==> src/rtl/game_pkg.sv <==
// Shared types and helpers for the whack-a-mole game timer.
// Holds timer state encoding and BCD/ASCII utilities.
package game_pkg;

  typedef enum logic [1:0] {
    ST_IDLE   = 2'd0,
    ST_RUN    = 2'd1,
    ST_PAUSED = 2'd2,
    ST_DONE   = 2'd3
  } state_t;

  localparam logic [7:0] ASCII_ZERO = 8'h30;
  localparam int MAX_DIGITS = 16;

  function automatic logic [7:0] bcd_to_ascii(
    input logic [3:0] d
  );
    return ASCII_ZERO + {4'h0, d};
  endfunction

  function automatic logic [4*MAX_DIGITS-1:0] all_nines(
    input int digits
  );
    logic [4*MAX_DIGITS-1:0] r;
    r = '0;
    for (int i = 0; i < MAX_DIGITS; i++)
      if (i < digits) r[4*i+:4] = 4'h9;
    return r;
  endfunction

endpackage

==> src/rtl/bcd_sat_addsub.sv <==
// Packed-BCD add with all-nines saturation, then optional -1.
// Purely combinational; one digit-ripple chain for each step.
module bcd_sat_addsub
  import game_pkg::*;
#(
  parameter int DIGITS = 2
) (
  input  logic [4*DIGITS-1:0] a,
  input  logic [4*DIGITS-1:0] b,
  input  logic                dec,
  output logic [4*DIGITS-1:0] y
);

  localparam int W = 4*DIGITS;
  localparam logic [W-1:0] NINES = W'(all_nines(DIGITS));

  logic [W-1:0] sum;
  logic [4:0]   s;
  logic         c;
  logic         br;

  always_comb begin
    sum = '0;
    s   = '0;
    c   = 1'b0;
    for (int i = 0; i < DIGITS; i++) begin
      s = {1'b0, a[4*i+:4]} + {1'b0, b[4*i+:4]}
        + {4'h0, c};
      c = (s > 5'd9);
      if (c) s = s - 5'd10;
      sum[4*i+:4] = s[3:0];
    end
    if (c) sum = NINES;

    y  = sum;
    br = dec;
    for (int i = 0; i < DIGITS; i++) begin
      if (br) begin
        if (y[4*i+:4] == 4'h0) begin
          y[4*i+:4] = 4'h9;
        end else begin
          y[4*i+:4] = y[4*i+:4] - 4'h1;
          br = 1'b0;
        end
      end
    end
  end

endmodule

==> src/rtl/bcd_countdown_timer.sv <==
// N-digit BCD countdown timer with prescaler, pause and bonus time.
// Drives ASCII digits to the overlay and done/warn flags to the game.
module bcd_countdown_timer
  import game_pkg::*;
#(
  parameter int                DIGITS    = 2,
  parameter logic [4*DIGITS-1:0] START_BCD = 'h31,
  parameter int                TICK_DIV  = 100_000_000,
  parameter logic [4*DIGITS-1:0] WARN_BCD  = 'h05
) (
  input  logic                clk,
  input  logic                rst,
  input  logic                start,
  input  logic                pause,
  input  logic                bonus_valid,
  input  logic [4*DIGITS-1:0] bonus_bcd,
  output logic [4*DIGITS-1:0] time_bcd,
  output logic [8*DIGITS-1:0] time_ascii,
  output logic                running,
  output logic                timer_done,
  output logic                done_pulse,
  output logic                warn,
  output logic                sec_tick
);

  localparam int W  = 4*DIGITS;
  localparam int PW = $clog2(TICK_DIV);
  localparam logic [PW-1:0] P_TOP = PW'(TICK_DIV - 1);

  function automatic logic [8*DIGITS-1:0] to_ascii(
    input logic [W-1:0] v
  );
    logic [8*DIGITS-1:0] r;
    for (int i = 0; i < DIGITS; i++)
      r[8*i+:8] = bcd_to_ascii(v[4*i+:4]);
    return r;
  endfunction

  localparam logic [8*DIGITS-1:0] START_ASCII =
    to_ascii(START_BCD);
  localparam logic START_ZERO = (START_BCD == '0);

  state_t        state, state_nx;
  logic [PW-1:0] presc, presc_nx;
  logic [W-1:0]  value_nx, add_b, sum_y;
  logic          active, cnt_en, tick, bonus_en;
  logic          done_nx, warn_nx, run_nx;

  // A released pause counts its cycle, so the held
  // prescaler phase is preserved exactly across a pause.
  always_comb begin
    active   = (state == ST_RUN) || (state == ST_PAUSED);
    cnt_en   = active && !pause && !start;
    tick     = cnt_en && (presc == P_TOP);
    bonus_en = active && bonus_valid && !start;
    add_b    = bonus_en ? bonus_bcd : '0;
  end

  bcd_sat_addsub #(
    .DIGITS(DIGITS)
  ) u_addsub (
    .a  (time_bcd),
    .b  (add_b),
    .dec(tick),
    .y  (sum_y)
  );

  always_ff @(posedge clk or posedge rst) begin
    if (rst) state <= ST_IDLE;
    else     state <= state_nx;
  end

  always_comb begin
    state_nx = state;
    if (start) begin
      state_nx = START_ZERO ? ST_DONE : ST_RUN;
    end else begin
      unique case (state)
        ST_RUN, ST_PAUSED: begin
          if (pause)
            state_nx = ST_PAUSED;
          else if (tick && sum_y == '0)
            state_nx = ST_DONE;
          else
            state_nx = ST_RUN;
        end
        ST_IDLE, ST_DONE: state_nx = state;
        default:          state_nx = ST_IDLE;
      endcase
    end
  end

  always_comb begin
    value_nx = time_bcd;
    presc_nx = presc;
    if (start) begin
      value_nx = START_BCD;
      presc_nx = '0;
    end else begin
      if (bonus_en || tick) value_nx = sum_y;
      if (cnt_en) presc_nx = tick ? '0 : presc + PW'(1);
    end
    run_nx  = (state_nx == ST_RUN);
    done_nx = (state_nx == ST_DONE)
           && (start || state != ST_DONE);
    warn_nx = ((state_nx == ST_RUN) || (state_nx == ST_PAUSED))
           && (value_nx != '0) && (value_nx <= WARN_BCD);
  end

  always_ff @(posedge clk or posedge rst) begin
    if (rst) begin
      presc      <= '0;
      time_bcd   <= START_BCD;
      time_ascii <= START_ASCII;
      running    <= 1'b0;
      timer_done <= 1'b0;
      done_pulse <= 1'b0;
      warn       <= 1'b0;
      sec_tick   <= 1'b0;
    end else begin
      presc      <= presc_nx;
      time_bcd   <= value_nx;
      time_ascii <= to_ascii(value_nx);
      running    <= run_nx;
      timer_done <= (state_nx == ST_DONE);
      done_pulse <= done_nx;
      warn       <= warn_nx;
      sec_tick   <= tick;
    end
  end

endmodule

==> config.mk <==
export PLATFORM = sky130hd
export DESIGN_NAME = bcd_countdown_timer
export DESIGN_NICKNAME = d
export VERILOG_FILES = /design/src/rtl/game_pkg.sv /design/src/rtl/bcd_sat_addsub.sv /design/src/rtl/bcd_countdown_timer.sv
export SDC_FILE = /design/constraint.sdc
export NUM_CORES = 1
export LEC_CHECK = 0
export ABC_AREA = 1
export CAP_MARGIN = 20
export CORE_MARGIN = 2
export CORE_UTILIZATION = 55
export CTS_CLUSTER_DIAMETER = 200
export DETAILED_ROUTE_END_ITERATION = 16
export PLACE_DENSITY = 0.79
export SLEW_MARGIN = 20
export SYNTH_ARGS = -nofsm -noshare
export SYNTH_HDL_FRONTEND = slang
export SYNTH_SLANG_ARGS = --single-unit
==> constraint.sdc <==
create_clock -name clk -period 7.3 [get_ports clk]
set_input_delay 1.46 -clock clk [delete_from_list [all_inputs] [get_ports clk]]
set_output_delay 1.46 -clock clk [all_outputs]
set_load 0.01 [all_outputs]
==> results.ini <==
[sta]
fin_crit_ns=6.63
fin_skew_ns=0.0124
rsz0062_at_grt=no
setup_violations=0
hold_ws_ns=0.529
setup_tns_ns=0
worstMarginPinSlew_ns=0.899
drv_slew=0
max-slew-margin-rel_pct=39.9
hold_viol=0
setup_slack_ns=0.672
fin_crit_sh_pct=90.8
fmaxAchievable_mhz=151

[logic_synthesis]
synth-simple-area-share_pct=32.3
syn_area_um2=3290
synth_compound_area_share_pct=11.7
syn_inst=471
synthMuxAreaShare_pct=0
synth_top_family_by_area=simple AND/OR/NAND/NOR gates
ys_seq_elements=42
ys_seq_area_share_pct=32.0
synth.distinct_cells=43
synth_edf_count=0
avgSynthCellArea_um2=6.99
synth_ff_type=dfrtp_1
synth-adder-area-share_pct=6.39
async_flop_share_pct=100
synthXorXnorAreaFrac_pct=2.89
ys_warn_count=0

[setup_path]
crit_path_max_incr_delay_ns=0.51
critPathKind=input pin to register
critPathCaptureType=register
required_ns=7.53
crit_arrival_ns=6.86
crit_family=simple AND/OR/NAND/NOR gates
start_kind=input pin
cp_max_fo=12
crit_buf_inv=8
crit_path_top_delay_cell=fa_1

[die]
io_pins=42
die_width_um=81.4
rows=28
die-area_um2=6620
core-area_um2=5850
initial_core_util_pct=56.3
chipHeight_um=81.4

[clock_tree]
clkSinkCount=42
tritoncts=yes
numCtsBuffers=5
clock-root-buffer=clkbuf_8
clk_latency_ns=0.31
clock_path_buffers=2
post_cts_resize_count=0
clk_pin_slew_ns=0.09
postCtsSetupRepairBufs=0
cts_htree_levels=2
hold_buffers=0

[drt]
drtIter0Drc=192
num_vias=3065
wire_per_inst_um=13.3
drtPass1Iterations=5
drtAntennaViolNets=0
wirelength_um=7560
vias_per_cell=5.38
drc_errors=0

[global_routing]
grt_use_total_pct=24.5
overflow=0
antenna_found_initial=0
grt_pass1_wl_um=12600
grt_max_degree=43
grt_pass1_vias=2817

[place]
io_buffers=33
placed_cell_area_um2=3580
dpl_worst_slack_ns=0.442
dp_hpwl_um=5790
gp_congestion=0.917
dp_cells=562

[finish]
utilization_pct=63.2
fillers=491
layout-drive-gt1-share_pct=8.48
final_nets=522
antenna_cells=0
final_cell_count_no_fill=570
final_area_um2=3690
area_growth_syn_to_layout_pct=12.2

[pwr]
power.total_mw=1.01
p_sw_uw=443
comb_power_share_pct=53.1
p_per_area_nw_per_um2=272
intPower_uw=562
seqPwrFrac_pct=28.5
power.share.clock_pct=18.4
total_leakage_power_nw=1.73
vdd_drop_max_v=0.000127
swShare_pct=44.1

[run_status]
status=finished, final reports clean

[flow_run]
max_cap_viol_count=0

[hold_path]
hp-class=register to register

-- worst min-delay path, stage by stage (launching register included) --
cell	delay, ns
dfrtp_1	0.38
nand2_1	0.06
nand2_1	0.06
-- synthesized netlist by cell type, types with 4 or more instances --
master | instances | area share [%]
dfrtp_1 | 39 | 30
a21oi_1 | 14 | 2.1
nand2_2 | 6 | 1.1
nor4_1 | 5 | 0.95
clkbuf_1 | 6 | 0.68
nand2_1 | 93 | 11
nand3_1 | 38 | 5.8
ha_1 | 12 | 4.6
nor3_1 | 9 | 1.4
buf_4 | 16 | 3.6
o21ai_0 | 28 | 4.3
nor2_2 | 5 | 0.95
a21oi_2 | 4 | 1.1
inv_1 | 78 | 8.9
xor2_1 | 7 | 1.9
nor2_1 | 48 | 5.5
nand4_1 | 10 | 1.9
o22ai_1 | 12 | 2.3
-- cells by family after synthesis --
| group | count (synthesis) |
|---|---|
| buffers and inverters | 107 |
| and+or+nand+nor | 228 |
| other | 2 |
| AOI/OAI and AO/OA | 67 |
| DFF | 42 |
| adders and majority gates | 15 |
| xor gates and xnor gates | 10 |
-- sequential cells by signal (all words and copies together) (netlist names) --
signal / flops
done_pulse: 1
presc: 27
running: 1
sec_tick: 1
state: 2
time_bcd: 8
timer_done: 1
warn: 1
-- final cells by class --
cell class                 instances  area (um2)  share of cell area (%)
timing repair buffer              35         345                    9.35
sequential                        42        1050                    28.5
tap                               75        93.8                    2.54
inverter                          82         309                    8.36
clock buffer                       6        72.6                    1.96
clock inverter                     2        37.5                    1.02
multi-input combinational        328        1780                    48.2
-- cell usage in the layout, fill, tap and decap left out, types with 3 or more instances in the layout --
| cell type | synthesis | layout |
|---|---|---|
| nand2_1 | 93 | 93 |
| inv_1 | 78 | 78 |
| nor2_1 | 48 | 48 |
| dfrtp_1 | 39 | 39 |
| nand3_1 | 38 | 38 |
| clkdlybuf4s50_1 | 0 | 33 |
| o21ai_0 | 28 | 28 |
| a21oi_1 | 14 | 14 |
| o22ai_1 | 12 | 12 |
| ha_1 | 12 | 12 |
| nand4_1 | 10 | 10 |
| nor3_1 | 9 | 9 |
| conb_1 | 2 | 8 |
| xor2_1 | 7 | 7 |
| nand2_2 | 6 | 6 |
| nor2_2 | 5 | 5 |
| nor4_1 | 5 | 5 |
| clkbuf_8 | 0 | 5 |
| a21oi_2 | 4 | 4 |
| inv_2 | 3 | 3 |
| nor3_2 | 3 | 3 |
| nand3_2 | 3 | 3 |
| o21ai_1 | 3 | 3 |
| fa_1 | 3 | 3 |
| dfstp_2 | 3 | 3 |
-- path summary, 6_finish.rpt --
check | from | to | slack [ns] | cells after the start
hold reg to reg | presc[1]$_DFFE_PP0P_ | presc[1]$_DFFE_PP0P_ | 0.53 | 2
hold / removal | presc[1]$_DFFE_PP0P_ | presc[1]$_DFFE_PP0P_ | 0.53 | 2
min in group asynchronous | rst | presc[4]$_DFFE_PP0P_ | 1.57 | 3
setup reg to reg | state[0]$_DFF_PP0_ | warn$_DFF_PP0_ | 1.79 | 33
setup / recovery | start | warn$_DFF_PP0_ | 0.67 | 35
max in group asynchronous | rst | time_bcd[5]$_DFF_PP1_ | 5.35 | 3
-- power groups by stage --
stage	logic (mW)	registers [mW]	clock network (mW)
6_report	0.534	0.287	0.185
5_1_grt	0.600	0.291	0.198
4_1_cts	0.530	0.287	0.186
3_5_place_dp	0.526	0.292	0
3_3_place_gp	0.517	0.291	0
2_1_floorplan	0.388	0.296	0
-- per-layer routing --
| layer | global-route usage (%) | wire length, um |
|---|---|---|
| met5 | 0 | 0 |
| met4 | 9.49 | 170 |
| met3 | 4.56 | 468 |
| met2 | 37.5 | 3340 |
| met1 | 34.0 | 3580 |
Power figures use the tool's default switching activity.
